**src/rtl/qspi_req_arbiter_if.sv**
```systemverilog
// qspi_req_arbiter_if: register-port bus between the arbiter and QSPI_master.
//   write : register write strobe (never set together with a read)
//   be    : byte enables, 4'hF on any access, 4'h0 when idle
//   addr  : register byte address (CCR 0x00, ADR 0x04, DR0 0x08, STA 0x28)
//   wdata : register write data
//   rdata : register read data, combinational from addr
// The master modport is the arbiter side and the slave modport is the QSPI_master side.
interface qspi_req_arbiter_if;
    logic        write;
    logic [3:0]  be;
    logic [5:0]  addr;
    logic [31:0] wdata;
    logic [31:0] rdata;
    modport master (output write, be, addr, wdata, input rdata);
    modport slave  (input write, be, addr, wdata, output rdata);
endinterface

```
**src/rtl/qspi_req_arbiter.sv**
```systemverilog
// qspi_req_arbiter: shares one QSPI_master register port between an instruction
// fetch requester (r0) and a data requester (r1). Each granted request is run as
// DR0 write (writes only), ADR write, CCR write, STA polling, and DR0 readback
// (reads only), and then a one-cycle ack returns to the requester.
// Ports:
//   clk_i, rst_i           clock, asynchronous active-high reset
//   rN_req_i/we_i/addr_i/ccr_i/wdata_i   request N (N=0,1), held until rN_ack_o
//   rN_ack_o/rdata_o/err_o  completion pulse, read data (held), timeout flag
//   qspi                   register bus to QSPI_master (master modport)
//   busy_o                 high whenever the sequencer is not idle
// Optional feature: define QSPI_ARB_TIMEOUT_EN to give up after TIMEOUT_CYCLES
// busy STA polls and complete with rN_err_o set.
module qspi_req_arbiter #(
    parameter int POLL_GAP       = 2,
    parameter int TIMEOUT_CYCLES = 4096
) (
    input  logic        clk_i,
    input  logic        rst_i,
    input  logic        r0_req_i,
    input  logic        r0_we_i,
    input  logic [31:0] r0_addr_i,
    input  logic [31:0] r0_ccr_i,
    input  logic [31:0] r0_wdata_i,
    output logic        r0_ack_o,
    output logic [31:0] r0_rdata_o,
    output logic        r0_err_o,
    input  logic        r1_req_i,
    input  logic        r1_we_i,
    input  logic [31:0] r1_addr_i,
    input  logic [31:0] r1_ccr_i,
    input  logic [31:0] r1_wdata_i,
    output logic        r1_ack_o,
    output logic [31:0] r1_rdata_o,
    output logic        r1_err_o,
    qspi_req_arbiter_if.master qspi,
    output logic        busy_o
);
    typedef enum logic [2:0] {IDLE, WR_DR, WR_ADR, WR_CCR, GAP, POLL, RD_DR, RESP} state_t;

    state_t      state_q, state_d;
    logic        gnt_q, gnt_d;
    logic        last_q, last_d;
    logic        we_q, we_d;
    logic [31:0] addr_q, addr_d;
    logic [31:0] ccr_q, ccr_d;
    logic [31:0] wdata_q, wdata_d;
    logic [31:0] rdata0_q, rdata0_d;
    logic [31:0] rdata1_q, rdata1_d;
    logic [15:0] gap_q, gap_d;
    logic        pick1;
    logic        timeout;

    // r1 wins when it is alone, or when both ask and r0 was served last.
    assign pick1 = r1_req_i & (~r0_req_i | ~last_q);

    always_comb begin
        state_d  = state_q;
        gnt_d    = gnt_q;
        last_d   = last_q;
        we_d     = we_q;
        addr_d   = addr_q;
        ccr_d    = ccr_q;
        wdata_d  = wdata_q;
        rdata0_d = rdata0_q;
        rdata1_d = rdata1_q;
        gap_d    = gap_q;
        case (state_q)
            IDLE: if (r0_req_i | r1_req_i) begin
                gnt_d   = pick1;
                we_d    = pick1 ? r1_we_i    : r0_we_i;
                addr_d  = pick1 ? r1_addr_i  : r0_addr_i;
                ccr_d   = pick1 ? r1_ccr_i   : r0_ccr_i;
                wdata_d = pick1 ? r1_wdata_i : r0_wdata_i;
                state_d = we_d ? WR_DR : WR_ADR;
            end
            WR_DR:  state_d = WR_ADR;
            WR_ADR: state_d = WR_CCR;
            WR_CCR: begin
                gap_d   = '0;
                state_d = GAP;
            end
            GAP: begin
                gap_d = gap_q + 16'd1;
                if (32'(gap_q) + 32'd1 >= POLL_GAP) state_d = POLL;
            end
            POLL: begin
                gap_d = '0;
                if (!qspi.rdata[0]) state_d = we_q ? RESP : RD_DR;
                else if (timeout) state_d = RESP;
                else state_d = GAP;
            end
            RD_DR: begin
                if (gnt_q) rdata1_d = qspi.rdata;
                else rdata0_d = qspi.rdata;
                state_d = RESP;
            end
            RESP: begin
                last_d  = gnt_q;
                state_d = IDLE;
            end
            default: state_d = IDLE;
        endcase
    end

    always_ff @(posedge clk_i or posedge rst_i) begin
        if (rst_i) begin
            state_q  <= IDLE;
            gnt_q    <= 1'b0;
            last_q   <= 1'b1;
            we_q     <= 1'b0;
            addr_q   <= '0;
            ccr_q    <= '0;
            wdata_q  <= '0;
            rdata0_q <= '0;
            rdata1_q <= '0;
            gap_q    <= '0;
        end else begin
            state_q  <= state_d;
            gnt_q    <= gnt_d;
            last_q   <= last_d;
            we_q     <= we_d;
            addr_q   <= addr_d;
            ccr_q    <= ccr_d;
            wdata_q  <= wdata_d;
            rdata0_q <= rdata0_d;
            rdata1_q <= rdata1_d;
            gap_q    <= gap_d;
        end
    end

`ifdef QSPI_ARB_TIMEOUT_EN
    logic [15:0] poll_q, poll_d;
    logic        err_q, err_d;

    // Counts STA polls of the current operation; this poll is number poll_q+1.
    assign timeout = 32'(poll_q) + 32'd1 >= TIMEOUT_CYCLES;

    always_comb begin
        poll_d = poll_q;
        err_d  = err_q;
        if (state_q == IDLE) err_d = 1'b0;
        if (state_q == WR_CCR) poll_d = '0;
        if (state_q == POLL) begin
            poll_d = poll_q + 16'd1;
            err_d  = qspi.rdata[0] & timeout;
        end
    end

    always_ff @(posedge clk_i or posedge rst_i) begin
        if (rst_i) begin
            poll_q <= '0;
            err_q  <= 1'b0;
        end else begin
            poll_q <= poll_d;
            err_q  <= err_d;
        end
    end

    assign r0_err_o = r0_ack_o & err_q;
    assign r1_err_o = r1_ack_o & err_q;
`else
    assign timeout  = 1'b0;
    assign r0_err_o = 1'b0;
    assign r1_err_o = 1'b0;
`endif

    assign busy_o     = state_q != IDLE;
    assign r0_ack_o   = (state_q == RESP) & ~gnt_q;
    assign r1_ack_o   = (state_q == RESP) & gnt_q;
    assign r0_rdata_o = rdata0_q;
    assign r1_rdata_o = rdata1_q;

    assign qspi.write = state_q inside {WR_DR, WR_ADR, WR_CCR};
    assign qspi.be    = (state_q inside {WR_DR, WR_ADR, WR_CCR, POLL, RD_DR}) ? 4'hF : 4'h0;
    assign qspi.addr  = (state_q == WR_ADR) ? 6'h04 :
                        (state_q == WR_DR || state_q == RD_DR) ? 6'h08 :
                        (state_q == POLL) ? 6'h28 : 6'h00;
    assign qspi.wdata = (state_q == WR_DR) ? wdata_q :
                        (state_q == WR_ADR) ? addr_q :
                        (state_q == WR_CCR) ? ccr_q : 32'h0;
endmodule
```
**src/flat_wrapper.sv**
```systemverilog
// flat-port wrapper written by rule: the top's interface ports become plain ports
module qspi_req_arbiter_flat 
#(
    parameter int POLL_GAP       = 2,
    parameter int TIMEOUT_CYCLES = 4096
)
  (clk_i, rst_i, r0_req_i, r0_we_i, r0_addr_i, r0_ccr_i, r0_wdata_i, r0_ack_o, r0_rdata_o, r0_err_o, r1_req_i, r1_we_i, r1_addr_i, r1_ccr_i, r1_wdata_i, r1_ack_o, r1_rdata_o, r1_err_o, busy_o, qspi_write, qspi_be, qspi_addr, qspi_wdata, qspi_rdata);
  qspi_req_arbiter_if qspi_i ();
  input  logic clk_i;
  input  logic rst_i;
  input  logic r0_req_i;
  input  logic r0_we_i;
  input  logic [31:0] r0_addr_i;
  input  logic [31:0] r0_ccr_i;
  input  logic [31:0] r0_wdata_i;
  output logic r0_ack_o;
  output logic [31:0] r0_rdata_o;
  output logic r0_err_o;
  input  logic r1_req_i;
  input  logic r1_we_i;
  input  logic [31:0] r1_addr_i;
  input  logic [31:0] r1_ccr_i;
  input  logic [31:0] r1_wdata_i;
  output logic r1_ack_o;
  output logic [31:0] r1_rdata_o;
  output logic r1_err_o;
  output logic busy_o;
  output wire logic [$bits(qspi_i.write)-1:0] qspi_write;
  output wire logic [$bits(qspi_i.be)-1:0] qspi_be;
  output wire logic [$bits(qspi_i.addr)-1:0] qspi_addr;
  output wire logic [$bits(qspi_i.wdata)-1:0] qspi_wdata;
  input wire logic [$bits(qspi_i.rdata)-1:0] qspi_rdata;
  assign qspi_write = qspi_i.write;
  assign qspi_be = qspi_i.be;
  assign qspi_addr = qspi_i.addr;
  assign qspi_wdata = qspi_i.wdata;
  assign qspi_i.rdata = qspi_rdata;
  qspi_req_arbiter #(.POLL_GAP(POLL_GAP), .TIMEOUT_CYCLES(TIMEOUT_CYCLES)) u_core (.clk_i(clk_i), .rst_i(rst_i), .r0_req_i(r0_req_i), .r0_we_i(r0_we_i), .r0_addr_i(r0_addr_i), .r0_ccr_i(r0_ccr_i), .r0_wdata_i(r0_wdata_i), .r0_ack_o(r0_ack_o), .r0_rdata_o(r0_rdata_o), .r0_err_o(r0_err_o), .r1_req_i(r1_req_i), .r1_we_i(r1_we_i), .r1_addr_i(r1_addr_i), .r1_ccr_i(r1_ccr_i), .r1_wdata_i(r1_wdata_i), .r1_ack_o(r1_ack_o), .r1_rdata_o(r1_rdata_o), .r1_err_o(r1_err_o), .qspi(qspi_i), .busy_o(busy_o));
endmodule
```
**config.mk**
```make
export PLATFORM = sky130hd
export DESIGN_NAME = qspi_req_arbiter_flat
export DESIGN_NICKNAME = d
export VERILOG_FILES = /design/src/rtl/qspi_req_arbiter_if.sv /design/src/rtl/qspi_req_arbiter.sv /design/src/flat_wrapper.sv
export SDC_FILE = /design/constraint.sdc
export NUM_CORES = 1
export LEC_CHECK = 0
export ABC_AREA = 1
export BUFFER_PORTS_ARGS = -buffer_cell sky130_fd_sc_hd__buf_2
export CAP_MARGIN = 20
export CELL_PAD_IN_SITES_DETAIL_PLACEMENT = 1
export CELL_PAD_IN_SITES_GLOBAL_PLACEMENT = 1
export CORE_MARGIN = 2
export CORE_UTILIZATION = 32
export CTS_BUF_LIST = sky130_fd_sc_hd__clkbuf_4 sky130_fd_sc_hd__clkbuf_8
export CTS_CLUSTER_DIAMETER = 150
export DETAILED_ROUTE_END_ITERATION = 10
export MAX_ROUTING_LAYER = met4
export PLACE_DENSITY = 0.77
export SLEW_MARGIN = 0
export SYNTH_ARGS = -nofsm -noshare
export SYNTH_HDL_FRONTEND = slang
export SYNTH_SLANG_ARGS = --single-unit
```
**constraint.sdc**
```tcl
create_clock -name clk_i -period 6.2 [get_ports clk_i]
set_input_delay 1.24 -clock clk_i [delete_from_list [all_inputs] [get_ports clk_i]]
set_output_delay 1.24 -clock clk_i [all_outputs]
set_load 0.005 [all_outputs]
```
# Word level (Yosys, flattened, before mapping)
# Cells that the tools add are included.
# word_totals
reg_bits	182
inputBits	230
out_inout_bits	112
wordCells	59
# classes
add_sub_neg	2
order_cmp	1
n_eq_ne	9
n_mux	18
bitwise_logic	8
n_reduce_logical	11
# ops
operator	n
two-way mux 32 bit	6
greater-or-equal comparator 32 x 2 -> 1 bit, second input constant	1
one-hot mux 16 bit (2 select lines)	1
one-hot mux 3 bit (8 select lines)	1
two-way mux 6 bit	3
adder 16 x 1 -> 17 bit, second input constant	1
adder 16 x 1 -> 16 bit, second input constant	1
== test 3 bit, second input constant	4
two-way mux 3 bit	3
AND reduction 2 bit	4
== test 3 x 2 -> 1 bit, second input constant	2
nonzero test 3 bit	2
nonzero test 5 bit	1
two-way mux 4 bit	1
inequality test 2 x 1 -> 1 bit, second input constant	2
bitwise AND 1 bit	3
== test 3 x 1 -> 1 bit, second input constant	1
zero test 3 bit	1
NOT 1 bit	3
two-way mux 1 bit	2
two-way mux 2 bit	1
bitwise OR 1 bit	2
nonzero test 2 bit	1
OR reduction 2 bit	1
logical OR 1 bit	1

# Depth between registers and ports, before layout
# Gate-level depths: netlist (run 1).
# logic_depth
ltp_word	7
ltp_mapped	12

# Least setup slack after synthesis (run 1)
# No wires, ideal clock.
# synth_path
path_type	register to output
from	register u_core.state_q[2]
to	output qspi_wdata[10]
t_arrival_ns	1.313
required_time_ns	4.960
slack_ns	3.647
stages_incl_launch_ff	8
path_cell_list	dfrtp_1 > buf_2 > nor2_1 > inv_1 > nor2_1 > inv_1 > clkbuf_1 > o221ai_1
# synth_via
elab_chain_len	4
# synth_lines
item	line_no	source
from (decl)	qspi_req_arbiter.sv:40	state_t state_q, state_d;
from (signal assigned)	qspi_req_arbiter.sv:118	state_q <= state_d;
== test 3 x 2 -> 1 bit	qspi_req_arbiter.sv:180	(state_q == WR_CCR) ? ccr_q : 32'h0;
two-way mux 32 bit	qspi_req_arbiter.sv:180	
two-way mux 32 bit	qspi_req_arbiter.sv:179	(state_q == WR_ADR) ? addr_q :
two-way mux 32 bit (*)	qspi_req_arbiter.sv:178	assign qspi.wdata = (state_q == WR_DR) ? wdata_q :
to (decl)	flat_wrapper.sv:31	output wire logic [$bits(qspi_i.wdata)-1:0] qspi_wdata;
# Every way passes the cells marked *; elsewhere a longest branch is shown, timed or not.

# Worst setup path in the final report (run 1)
# layout_path
from	register u_core.state_q[2]
to	output qspi_wdata[24]
# The elaborated chain is that of the path after synthesis.

==> out/qor.txt, run 1 <==
Simple-gate share of the synthesized area -> 14.8%
I/O Pins -> 342
Vias per cell -> 4.92
Synth area leader -> dfrtp_1
Largest family of logic cells by synthesized area -> compound AO/OA/AOI/OAI gates
Hold Fails Final Rpt -> 0
R2R Setup Slk -> 3.79 ns
Compound-Gate Fraction of Synth Area -> 21.1%
Min Tclk post-route -> 3.75 ns
Worst Hold Depth -> 2
Vias in the first global route -> 8905
Final ANT Viol Nets -> 0
Net Switching -> 2.16 mW
Design area -> 0.0110 mm2
Worst R2R End -> u_core.gap_q[10]$_DFFE_PP0P_
Number of cells on the worst reg-to-reg path -> 5
Sum Neg Setup Slack -> 0 ns
Register area share after synthesis -> 52.6%
Area delta synth->final -> 27.1%
Status -> finished clean
Post-synth top cells -> 181 x dfrtp_1, 167 x nand2_1, 167 x o21ai_0, 159 x inv_1, 129 x nor2_1
Sw frac -> 42.4%
DP Wirelength -> 21.2 mm
CP max FO -> 18
WHS Endpoint -> u_core.r1_rdata_o[19]$_DFFE_PP0P_
Final WS setup -> 2.45 ns
Arrival @ worst endpoint -> 2.51 ns
Worst skew pair latency -> 0.47 ns
Max-Cap Viols -> 0
Peak VDD IR -> 286 uV
Initial antenna violation count -> 8
Headroom to the max-slew limit -> 34.5%
WP data required -> 4.96 ns
Ratio of final minimum period to clock period -> 60.5%
Reg clk slew, reported paths -> 0.12 ns
Prevailing post-synth register cell -> dfrtp_1
Hold wc startpoint -> u_core.r1_rdata_o[19]$_DFFE_PP0P_
Final setup fails -> 0
DR vias -> 8454
Mux share of post-synthesis cell area -> 0%
GRT overflow -> 0
Critical path capture point type -> primary output
Internal power -> 2.93 mW
Die X -> 169 um
Largest net degree at the start of global routing -> 196
Setup Skew -> 0.0258 ns
Fmax -> 0.267 GHz
P_leak -> 5.68 nW
Synth Area in XOR/XNOR -> 0.202%
TritonCTS clock tree -> built
Root buffer cell -> clkbuf_8
CTS H-tree depth -> 4
Postcts setup bufs -> 0
Post-Syn Area -> 0.00867 mm2
Setup CP Type -> reg2out
Buffers on Ports -> 336
Tightest Pin Transition -> 0.980 ns
Unique cell type count in the Yosys netlist -> 28
Final Max Tran Viols -> 0
Min-delay worst type -> reg2reg
Main area contributors after synthesis -> dfrtp_1 52%, o21ai_0 9.6%, o22ai_1 7.4%
Combinational share of power -> 43.6%
Die height -> 169 um
Initial Util -> 32.3%
Core area -> 0.0268 mm2
Met3 Use GR -> 4.04%
Die Area -> 0.0284 mm2
WL final -> 29.6 mm
Number of remaining DRC errors -> 0
Cell with the most instances after synthesis -> dfrtp_1
Ys Warns -> 0
Place WS -> 2.92 ns
Met1 usage -> 25.1%
Yosys reg bits -> 182
Iter 0 DRT Violations -> 369
Pwr dens -> 462 mW/mm2
Post-DP Area -> 0.0105 mm2
GR Util All Layers -> 21.2%
Clock sink count -> 182
First-pass GRT wire length -> 46.6 mm
Critical Path Source Type -> flip-flop
Post-synth EDFFs -> 0
Post-synth ARST share -> 100%
Worst R2R Start -> u_core.state_q[2]$_DFFE_PP0P_
Final core occ -> 41.1%
Hold Worst Slack -> 0.492 ns
Sequential power share -> 39.4%
Share of layout cells above drive strength 1 -> 28.4%
Met2 usage -> 36.4%
Rows -> 60
DR pass1 iterations -> 4
Adder-Cell Fraction of Synth Area -> 0.289%
Avg Cell Area, Syn -> 8.18 um2
Fin nets -> 1586
Clock buffer depth -> 2
Synthesized instance count -> 1060
Post-synth top area share -> 52.3%
Placer Congestion -> 0.829
GRT busiest layer -> met2
Clock share of power -> 16.9%
RSZ-0062 raised after global routing -> false
Wire per inst -> 17.2 um
CTS Hold Bufs -> 0
Post-CTS Resized -> 0
Num CTS Buffers -> 17
[state kept, by name, summed over array words and instances (netlist names)]
signal and cells:
u_core.addr_q 32, u_core.ccr_q 32, u_core.gap_q 16, u_core.gnt_q 1, u_core.last_q 1, u_core.r0_rdata_o 32, u_core.r1_rdata_o 32, u_core.state_q 3
u_core.wdata_q 32, u_core.we_q 1
[layer usage]
metal	up-vias	part of all wire, %
li1	4093	-
met4	0	2.4
met5	-	0
met2	253	51
met3	40	4.9
met1	4068	42
[cells in the final DEF, fill, tap and decap left out, types with 2 or more instances in the layout]
master / netlist / layout
buf_12: 0 / 3
buf_2: 13 / 336
buf_4: 14 / 5
clkbuf_8: 0 / 17
clkinv_8: 0 / 5
conb_1: 1 / 5
dfrtp_1: 181 / 181
diode_2: 0 / 9
ha_1: 2 / 2
inv_1: 159 / 157
inv_12: 0 / 3
inv_2: 1 / 2
inv_6: 0 / 2
inv_8: 0 / 4
nand2_1: 167 / 164
nand2_2: 0 / 2
nand3_1: 18 / 18
nand4_1: 7 / 7
nor2_1: 129 / 128
nor2_2: 2 / 2
nor2_4: 1 / 2
o21ai_0: 167 / 167
o21ai_1: 9 / 9
o221ai_1: 32 / 32
o22ai_1: 102 / 102
[worst max-delay path, stage by stage, from the launching register on]
cell	delay [ns]
dfrtp_1	0.61
nor2_1	0.12
inv_1	0.10
nor2_1	0.05
inv_1	0.42
buf_4	0.39
o221ai_1	0.18
buf_2	0.16
[power by group through the flow]
| stage | registers [mW] | logic [mW] | clock network [mW] |
|---|---|---|---|
| after floorplan | 1.99 | 1.38 | 0 |
| after global placement | 2.00 | 2.15 | 0 |
| after detailed placement | 2.03 | 2.23 | 0 |
| after CTS | 2.01 | 2.23 | 0.892 |
| after global routing | 2.07 | 2.50 | 0.936 |
| final | 2.01 | 2.22 | 0.862 |
[area by class of cell]
type	count	area, um2
multi-input combinational	648	3190
tap	341	427
clock buffer	17	234
clock inverter	15	195
fill	3374	15800
antenna	9	22.5
timing repair buffer	344	1780
inverter	161	612
sequential	182	4560
[cell families (layout without fill, tap and decap cells)]
logic type | Yosys count | after routing
xor gates and xnor gates | 2 | 2
other | 1 | 14
and+or+nand+nor | 326 | 326
buffers and inverters | 234 | 537
DFF | 182 | 182
adders and majority gates | 2 | 2
AOI/OAI and AO/OA | 313 | 313
[worst max-delay path by stage]
stage / start / to / cells after the start
floorplan: rst_i / u_core.addr_q[0]$_DFFE_PP0P_ / 1
global placement: r0_req_i / u_core.addr_q[29]$_DFFE_PP0P_ / 7
detailed placement: r0_req_i / u_core.ccr_q[23]$_DFFE_PP0P_ / 7
CTS: u_core.state_q[2]$_DFFE_PP0P_ / qspi_wdata[24] / 7
global route: u_core.state_q[2]$_DFFE_PP0P_ / qspi_wdata[24] / 7
finish: u_core.state_q[2]$_DFFE_PP0P_ / qspi_wdata[24] / 7
[metrics by stage]
| step | instances | total power [mW] |
|---|---|---|
| 5_1_grt | 1716 | 5.51 |
| 3_5_place_dp | 1674 | 4.27 |
| 2_1_floorplan | 1064 | 3.37 |
| 4_1_cts | 1706 | 5.14 |
| 6_report | 1717 | 5.09 |
| 3_3_place_gp | 1674 | 4.16 |
Power figures use the tool's default switching activity.
==> inputs of run 2 (changes only) <==
--- a/config.mk
+++ b/config.mk
@@ -11,12 +11,12 @@
 export CELL_PAD_IN_SITES_DETAIL_PLACEMENT = 1
 export CELL_PAD_IN_SITES_GLOBAL_PLACEMENT = 1
 export CORE_MARGIN = 2
-export CORE_UTILIZATION = 32
+export CORE_UTILIZATION = 36
 export CTS_BUF_LIST = sky130_fd_sc_hd__clkbuf_4 sky130_fd_sc_hd__clkbuf_8
 export CTS_CLUSTER_DIAMETER = 150
 export DETAILED_ROUTE_END_ITERATION = 10
 export MAX_ROUTING_LAYER = met4
-export PLACE_DENSITY = 0.77
+export PLACE_DENSITY = 0.82
 export SLEW_MARGIN = 0
 export SYNTH_ARGS = -nofsm -noshare
 export SYNTH_HDL_FRONTEND = slang
==> constraint.sdc (replaced) <==
create_clock -name clk_i -period 3.5 [get_ports clk_i]
set_input_delay 0.7 -clock clk_i [delete_from_list [all_inputs] [get_ports clk_i]]
set_output_delay 0.7 -clock clk_i [all_outputs]
set_load 0.005 [all_outputs]
==> out/qor.txt, run 2 (synthesis gave the netlist of run 1 again) <==
Status -> finished clean
Max-Cap Viols -> 0 (unchanged)
RSZ-0062 raised after global routing -> false
Reg clk slew, reported paths -> 0.11 ns (about the same)
Largest net degree at the start of global routing -> 70 (-64%)
DR pass1 iterations -> 7 (+3)
Min Tclk post-route -> 3.07 ns
Share of layout cells above drive strength 1 -> 28.7% (+0.34 points)
Ratio of final minimum period to clock period -> 87.8%
Die height -> 159 um (-5.6%)
Core area -> 0.0235 mm2 (-12%)
Num CTS Buffers -> 17 (unchanged)
CTS H-tree depth -> 4 (unchanged)
Commonest non-fill, non-tap cell in the layout -> buf_2
TritonCTS clock tree -> built
Hold Fails Final Rpt -> 0 (unchanged)
Number of remaining DRC errors -> 0 (unchanged)
CP dominant cell by count -> inv_1
Sum Neg Setup Slack -> 0 ns (unchanged)
Final ANT Viol Nets -> 0 (unchanged)
Area delta synth->final -> 28.0%
GRT overflow -> 0 (unchanged)
Crit path max-delay family -> buffers and inverters
Min-delay worst type -> in2async
Die Area -> 0.0253 mm2 (-11%)
First-pass GRT wire length -> 47.7 mm (+2.4%)
Placer Congestion -> 0.864 (+4.2%)
CTS Hold Bufs -> 0 (unchanged)
Most frequent cells in the layout -> 336 x buf_2, 181 x dfrtp_1, 167 x o21ai_0
Post-CTS Resized -> 0 (unchanged)
Critical path, cell by cell -> inv_1 > nor2_1 > inv_1 > nor2_4 > buf_4 > nand2_1 > o221ai_1 > buf_2
Crit-path max cell delay -> 0.45 ns (-0.16 ns)
Number of cells on the worst reg-to-reg path -> 8 (+3)
WL final -> 30.1 mm (+1.7%)
I/O Pins -> 342 (unchanged)
Peak VDD IR -> 311 uV (+8.7%)
Critical path capture point type -> primary output
Clock sink count -> 182 (unchanged)
Setup Skew -> 0.0261 ns (+0.000273 ns)
P_leak -> 5.72 nW (+0.77%)
Buf+Inv Stages, Crit Path -> 4 (unchanged)
Iter 0 DRT Violations -> 469 (+27%)
Critical Path Source Type -> flip-flop
Rows -> 56 (-6.7%)
Place WS -> 0.895 ns (-2.02 ns)
Final Max Tran Viols -> 0 (unchanged)
CP max FO -> 18 (unchanged)
DR vias -> 8555 (+1.2%)
Critical-path top delay cell -> nor2_4
Postcts setup bufs -> 0 (unchanged)
Vias per cell -> 5.02 (+2.0%)
Initial Util -> 36.8% (+4.5 points)
Arrival @ worst endpoint -> 2.37 ns (-0.14 ns)
Headroom to the max-slew limit -> 51.2% (+17 points)
Worst R2R End -> u_core.state_q[1]$_DFFE_PP0P_
Setup CP Type -> reg2out
R2R Setup Slk -> 1.17 ns (-2.62 ns)
Initial antenna violation count -> 9 (+1)
Root buffer cell -> clkbuf_8
Final WS setup -> 0.427 ns (-2.02 ns)
GR Util All Layers -> 24.3% (+3.1 points)
DP Wirelength -> 21.8 mm (+2.6%)
Final setup fails -> 0 (unchanged)
Buffers on Ports -> 336 (unchanged)
Die X -> 159 um (-5.6%)
WP data required -> 2.80 ns (-2.16 ns)
Fmax -> 0.325 GHz
Worst R2R Start -> u_core.last_q$_DFFE_PP1N_
Clock buffer depth -> 2 (unchanged)
Vias in the first global route -> 9086 (+2.0%)
Worst skew pair latency -> 0.48 ns (about the same)
Pwr dens -> 818 mW/mm2 (+77%)
Fin nets -> 1594 (+0.50%)
Wire per inst -> 17.7 um (+2.6%)
Tightest Pin Transition -> 0.732 ns (-0.248 ns)
[run 2: cell count changes in the layout (fill, tap and decap cells not counted), moves of 2 or more]
cell        previous run  this run
clkinv_4               1         3
clkinvlp_4             0         2
inv_6                  2         0
buf_12                 3         7
buf_4                  5         9
[run 2: how the worst max path moves through the flow]
stage | from | slack, ns | cells past startpoint | endpoint
2_1_floorplan | rst_i | 0.46 | 1 | u_core.addr_q[0]$_DFFE_PP0P_
3_3_place_gp | r0_req_i | 0.95 | 9 | u_core.state_q[1]$_DFFE_PP0P_
3_5_place_dp | u_core.state_q[0]$_DFFE_PP0P_ | 0.89 | 8 | qspi_wdata[31]
4_1_cts | u_core.state_q[0]$_DFFE_PP0P_ | 0.35 | 8 | qspi_wdata[31]
5_1_grt | u_core.state_q[0]$_DFFE_PP0P_ | 0.21 | 8 | qspi_wdata[30]
6_report | u_core.state_q[0]$_DFFE_PP0P_ | 0.43 | 8 | qspi_wdata[31]
[run 2: cell type report]
class / instances / area (um2)
Clock inverter: 15 / 198
Fill cell: 3037 / 12400
Clock buffer: 17 / 234
Inverter: 161 / 608
Multi-Input combinational cell: 648 / 3190
Tap cell: 319 / 399
Sequential cell: 182 / 4560
Timing Repair Buffer: 352 / 1890
Antenna cell: 9 / 22.5
[run 2: where the power goes]
group,leakage [nW],switching (mW),internal [mW],total [mW]
clock network,0.209,0.950,0.561,1.51
logic,3.29,2.41,1.58,4.00
registers,2.23,0.473,3.10,3.57
[run 2: metal layers]
metal  GRT usage (%)  wire [um]
met4            8.14        633
met2            42.9      15700
met3            4.64       1580
met1            27.7      12200
met5               -          0
[run 2: metrics by stage]
step	area [um2]	utilization (%)	hold slack (ns)	instances	power (mW)
3_3_place_gp	10600	45.1	0.461	1661	7.39
5_1_grt	11100	47.1	0.151	1703	9.79
4_1_cts	11100	46.9	0.141	1693	9.15
3_5_place_dp	10600	45.1	0.468	1661	7.63
6_report	11100	47.1	0.165	1703	9.08
2_1_floorplan	8690	-	0.468	1064	5.98
